[config.mk]
export PLATFORM = sky130hd
export DESIGN_NAME = program_fetch_arbiter
export DESIGN_NICKNAME = d
export VERILOG_FILES = /design/src/rtl/mak_mem_pkg.sv /design/src/rtl/gp_wait_timer.sv /design/src/rtl/program_fetch_arbiter.sv
export SDC_FILE = /design/constraint.sdc
export NUM_CORES = 1
export LEC_CHECK = 0
export ABC_AREA = 1
export CAP_MARGIN = 40
export CELL_PAD_IN_SITES_DETAIL_PLACEMENT = 1
export CELL_PAD_IN_SITES_GLOBAL_PLACEMENT = 1
export CORE_MARGIN = 5
export CORE_UTILIZATION = 33
export CTS_CLUSTER_DIAMETER = 120
export CTS_CLUSTER_SIZE = 40
export DETAILED_ROUTE_END_ITERATION = 10
export PLACE_DENSITY = 0.88
export SLEW_MARGIN = 10
export SYNTH_ARGS = -nofsm -noshare
export SYNTH_HDL_FRONTEND = slang
export SYNTH_SLANG_ARGS = --single-unit
[constraint.sdc]
create_clock -name clk -period 1.8 [get_ports clk]
set_clock_uncertainty 0.2 [all_clocks]
set_input_delay 0.18 -clock clk [delete_from_list [all_inputs] [get_ports clk]]
set_output_delay 0.18 -clock clk [all_outputs]
set_load 0.005 [all_outputs]
[src/rtl/mak_mem_pkg.sv]
// Shared program-memory types: read-return owner tag and common widths.
package mak_mem_pkg;

  typedef enum logic [1:0] {
    OWN_NONE = 2'd0,
    OWN_RT   = 2'd1,
    OWN_GP   = 2'd2
  } mem_owner_e;

  localparam logic [15:0] INSTR_NOP = 16'hF000;

  localparam int unsigned WAIT_W   = 8;
  localparam int unsigned STAT_W   = 32;
  localparam int unsigned STARVE_W = 16;

endpackage

[src/rtl/gp_wait_timer.sv]
// Counts consecutive denied GP-Core fetch cycles and raises force_c once the
// configured limit is reached; frozen while the RT lock is held.
module gp_wait_timer
  import mak_mem_pkg::*;
(
  input  logic              clk,
  input  logic              rst_n,
  input  logic              gp_req,
  input  logic              gp_gnt,
  input  logic              rt_lock,
  input  logic [WAIT_W-1:0] limit,
  output logic              force_c
);

  logic [WAIT_W-1:0] cnt_q;
  logic [WAIT_W-1:0] cnt_d;

  // Clearing takes precedence over the lock hold so an abandoned request never leaves a stale count.
  always_comb begin
    cnt_d = cnt_q;
    if (!gp_req || gp_gnt) begin
      cnt_d = '0;
    end else if (rt_lock) begin
      cnt_d = cnt_q;
    end else if (cnt_q < limit) begin
      cnt_d = cnt_q + WAIT_W'(1);
    end
  end

  always_ff @(posedge clk or negedge rst_n) begin
    if (!rst_n) begin
      cnt_q <= '0;
    end else begin
      cnt_q <= cnt_d;
    end
  end

  assign force_c = gp_req & ~rt_lock & (cnt_q == limit);

endmodule

[src/rtl/program_fetch_arbiter.sv]
// Arbitrates one single-port, 1-cycle-latency program memory between the RT-Core
// and GP-Core fetch units: RT fixed priority, bounded GP starvation, RT lock windows.
module program_fetch_arbiter
  import mak_mem_pkg::*;
#(
  parameter int unsigned ADDR_WIDTH  = 16,
  parameter int unsigned DATA_WIDTH  = 16,
  parameter int unsigned GP_MAX_WAIT = 3
) (
  input  logic                  clk,
  input  logic                  rst_n,
  input  logic                  rt_req,
  input  logic [ADDR_WIDTH-1:0] rt_addr,
  output logic                  rt_gnt,
  output logic [DATA_WIDTH-1:0] rt_rdata,
  output logic                  rt_rvalid,
  input  logic                  gp_req,
  input  logic [ADDR_WIDTH-1:0] gp_addr,
  output logic                  gp_gnt,
  output logic [DATA_WIDTH-1:0] gp_rdata,
  output logic                  gp_rvalid,
  input  logic                  rt_lock,
  output logic                  mem_en,
  output logic [ADDR_WIDTH-1:0] mem_addr,
  input  logic [DATA_WIDTH-1:0] mem_rdata,
  output logic [STAT_W-1:0]     rt_grant_count,
  output logic [STAT_W-1:0]     gp_grant_count,
  output logic [STARVE_W-1:0]   starve_count
);

  logic               rt_req_v;
  logic               gp_req_v;
  logic               force_c;
  mem_owner_e         owner_q;
  mem_owner_e         owner_d;
  logic [STAT_W-1:0]  rt_cnt_q;
  logic [STAT_W-1:0]  gp_cnt_q;
  logic [STARVE_W-1:0] starve_q;

  // Requests are qualified by reset so no grant is visible while rst_n is low.
  assign rt_req_v = rt_req & rst_n;
  assign gp_req_v = gp_req & rst_n;

  gp_wait_timer u_wait (
    .clk     (clk),
    .rst_n   (rst_n),
    .gp_req  (gp_req_v),
    .gp_gnt  (gp_gnt),
    .rt_lock (rt_lock),
    .limit   (WAIT_W'(GP_MAX_WAIT)),
    .force_c (force_c)
  );

  assign gp_gnt   = gp_req_v & ~rt_lock & (force_c | ~rt_req_v);
  assign rt_gnt   = rt_req_v & ~gp_gnt;
  assign mem_en   = rt_gnt | gp_gnt;
  assign mem_addr = gp_gnt ? gp_addr : (rt_gnt ? rt_addr : '0);

  // Tag who owns the read data returning next cycle.
  always_comb begin
    owner_d = OWN_NONE;
    if (gp_gnt) begin
      owner_d = OWN_GP;
    end else if (rt_gnt) begin
      owner_d = OWN_RT;
    end
  end

  always_ff @(posedge clk or negedge rst_n) begin
    if (!rst_n) begin
      owner_q <= OWN_NONE;
    end else begin
      owner_q <= owner_d;
    end
  end

  assign rt_rvalid = (owner_q == OWN_RT);
  assign gp_rvalid = (owner_q == OWN_GP);
  assign rt_rdata  = mem_rdata;
  assign gp_rdata  = mem_rdata;

  // Grant statistics: grant counts wrap, forced-grant count saturates.
  always_ff @(posedge clk or negedge rst_n) begin
    if (!rst_n) begin
      rt_cnt_q <= '0;
      gp_cnt_q <= '0;
      starve_q <= '0;
    end else begin
      if (rt_gnt) begin
        rt_cnt_q <= rt_cnt_q + STAT_W'(1);
      end
      if (gp_gnt) begin
        gp_cnt_q <= gp_cnt_q + STAT_W'(1);
      end
      if (gp_gnt && force_c && (starve_q != {STARVE_W{1'b1}})) begin
        starve_q <= starve_q + STARVE_W'(1);
      end
    end
  end

  assign rt_grant_count = rt_cnt_q;
  assign gp_grant_count = gp_cnt_q;
  assign starve_count   = starve_q;

endmodule

==> flow_summary_export.csv <==
group,metric,value,unit
critical_path,critPathKind,"reg2out",
critical_path,critPathLaunch,"u_wait.cnt_q[4]",
synthesis,synth_seq_cells,90,
cells_and_area,nFillCells,2229,
synthesis,synth.cell_area,0.00598,mm2
routing,drt_iter0_markers,357,
cells_and_area,fin_nets,1120,
synthesis,synth_area_leaders,"dfrtp_1, nand2_1, nor2_1, xor2_1, buf_4",
power,finalPower,5.72,mW
cells_and_area,post-route-util,0.490,
synthesis,syn_inst,885,
cts,clock_tree.root_cell,"clkbuf_16",
power,ir_drop,455,uV
placed_design,gp_congestion,0.918,
global_route,grt_pass1_wl,33900,um
synthesis,ys_seq_area_frac,0.376,
routing,drtPass1Iterations,4,
floorplanning,die_h,145,um
placed_design,place_inst,1248,
cells_and_area,insertedDiodeCount,0,
global_route,grt_use_total,0.205,
cts,clk_latency,0.35,ns
cells_and_area,mostFrequentLayoutCell,"nand2_1",
floorplanning,ios,186,
cells_and_area,drive_gt1_frac,0.230,
cells_and_area,final_cell_mix,"nand2_1, nor2_1, clkdlybuf4s50_1",
global_route,antenna_found_initial,0,
cells_and_area,syn2layout_area_growth,46.5,%
critical_path,path_max_fanout,8,
timing,finalSetupViolations,72,
timing,final_hold_viol_count,0,
timing,holdWs,0.160,ns
worst_hold_path,hold_path_class,"in2out",
timing,finalCritPeriodShare,1.24,
floorplanning,fp.dieW,145,um
floorplanning,start_util,0.334,
global_route,grt-ovfl-total,0,
cts,cts.sinks,90,
timing,tightest_slew,0.475,ns
cts,cts_buffers,9,
synthesis,synth_area_leader_cell,"dfrtp_1",
floorplanning,core_area,0.0179,mm2
critical_path,crit_path_end_kind,"output pin",
synthesis,postSynthAreaPerCell,6.76,um2
routing,final_antenna_net_count,0,
global_route,grt_pass1_vias,6615,
synthesis,synth_nets,942,
power,p_leak,4.05,nW
placed_design,dp_hpwl,15000,um
cells_and_area,final_cells,1296,
timing,period_minus_slack,2.24,ns
critical_path,setup.worst_path.start_class,"register",
routing,vias,6369,
power,power_density,652,mW/mm2
timing,slew_headroom,0.683,
job,cap_violations,0,
critical_path,reg2reg_depth,12,
cts,h-tree-depth,3,
timing,setup_ws,-0.438,ns
floorplanning,dieArea,0.0209,mm2
synthesis,netlist.area_leader.share,0.376,
routing,vias_per_cell,4.91,
placed_design,preCtsSetupSlack,-0.613,ns
routing,avgRoutedWirePerCell,17.6,um
floorplanning,rows,49,
worst_hold_path,hold_path_depth,0,
cts,cts_tree,"built",
run_status,violations,"negative setup slack",
routing,wirelength,22900,um
synthesis,yosys_warnings,0,
critical_path,cp.required,1.42,ns
critical_path,crit_arrival,1.86,ns
worst_hold_path,min_from,"mem_rdata[14]",
timing,maxSlewViolCount,0,
cts,cts_max_path_buffers,2,
placed_design,io_buffer_count,137,
critical_path,r2r_setup_slack,-0.21,ns
timing,grt_setup_unrepaired,"yes",
run_status,status,"finished with violations",
critical_path,r2r-start,"u_wait.cnt_q[4]",
global_route,grt_max_degree,60,
routing,drc,0,
synthesis,post_synth_num_cell_types,28,
timing,fmax,447,MHz
cts,clk_pin_slew,0.07,ns
worst paths after layout:
kind / end
max in group asynchronous: rt_grant_count[28]
max reg2reg: rt_grant_count[9]
max: mem_addr[11]
min reg2reg: u_wait.cnt_q[2]
min in group asynchronous: gp_grant_count[13]
min: gp_rdata[14]
final cells by class:
class	count	area [um2]	share of cell area
Clock buffer	12	256	0.0293
Clock inverter	3	25.0	0.00286
Inverter	49	191	0.0218
Multi-Input combinational cell	700	3550	0.406
Sequential cell	90	2270	0.259
Tap cell	229	287	0.0327
Timing Repair Buffer	213	2180	0.248
stage by stage:
step / area, um2 / TNS, ns
floorplan: 5980 / 0
global placement: 7660 / -21.38
detailed placement: 7660 / -31.31
CTS: 8270 / -25.06
global route: 8760 / -19.10
finish: 8760 / -12.89
layer usage:
| metal | track usage | wire, um |
|---|---|---|
| met5 | 0 | 0 |
| met4 | 0.0574 | 496 |
| met3 | 0.0443 | 1240 |
| met2 | 0.354 | 11700 |
| met1 | 0.258 | 9440 |
flip-flops by register name (all words and copies together), names as in the netlist:
signal          cells
rt_grant_count     32
owner_q             2
u_wait.cnt_q        8
starve_count       16
gp_grant_count     32
repair_timing:
action | CTS | global route
gates cloned | 4 | 5
gates resized for setup | 119 | 124
setup buffers | 23 | 5
pin swaps | 19 | 27
hold buffers | 1 | 0
endpoints found under the setup margin | 59 | 181
endpoints found under the hold margin | 31 | 0
power breakdown:
part           total, mW  switching [mW]  internal [mW]
clock network       1.86           0.850           1.01
logic               1.41           0.669          0.742
registers           2.44           0.244           2.20
total               5.72            1.76           3.95
synth_stat cells:
cell / instances
nor3_1: 3
nand2_4: 2
dfrtp_1: 90
o21ai_2: 7
inv_2: 8
o21bai_4: 1
nand3_1: 20
buf_2: 10
xor2_1: 34
nor2_4: 6
nand3b_1: 28
nand4_1: 5
nor3b_1: 1
o21ai_0: 7
nand2_1: 413
nand2_2: 4
buf_6: 2
nor3_2: 3
nor2_2: 16
buf_4: 34
ha_1: 4
nor2_1: 134
inv_1: 41
clkbuf_1: 1
nand3_2: 1
o21bai_2: 1
xnor2_1: 6
o21ai_1: 3
cells by family after synthesis:
family          Yosys count  share of synthesized area
simple gates            636                      0.447
buf+inv                  96                     0.0862
flops                    90                      0.376
xor+xnor                 40                     0.0586
compound gates           19                     0.0236
fa+ha+maj                 4                    0.00837
worst max-delay path: stages (launching register included):
cell     delay (ns)
dfrtp_1        0.40
nor2_2         0.14
nand2_2        0.09
buf_6          0.13
nor2_4         0.09
nand2_4        0.09
nand2_8        0.12
inv_8          0.06
buf_12         0.15
nand2_2        0.06
nand2_2        0.05
buf_2          0.12
Power figures use the tool's default switching activity.
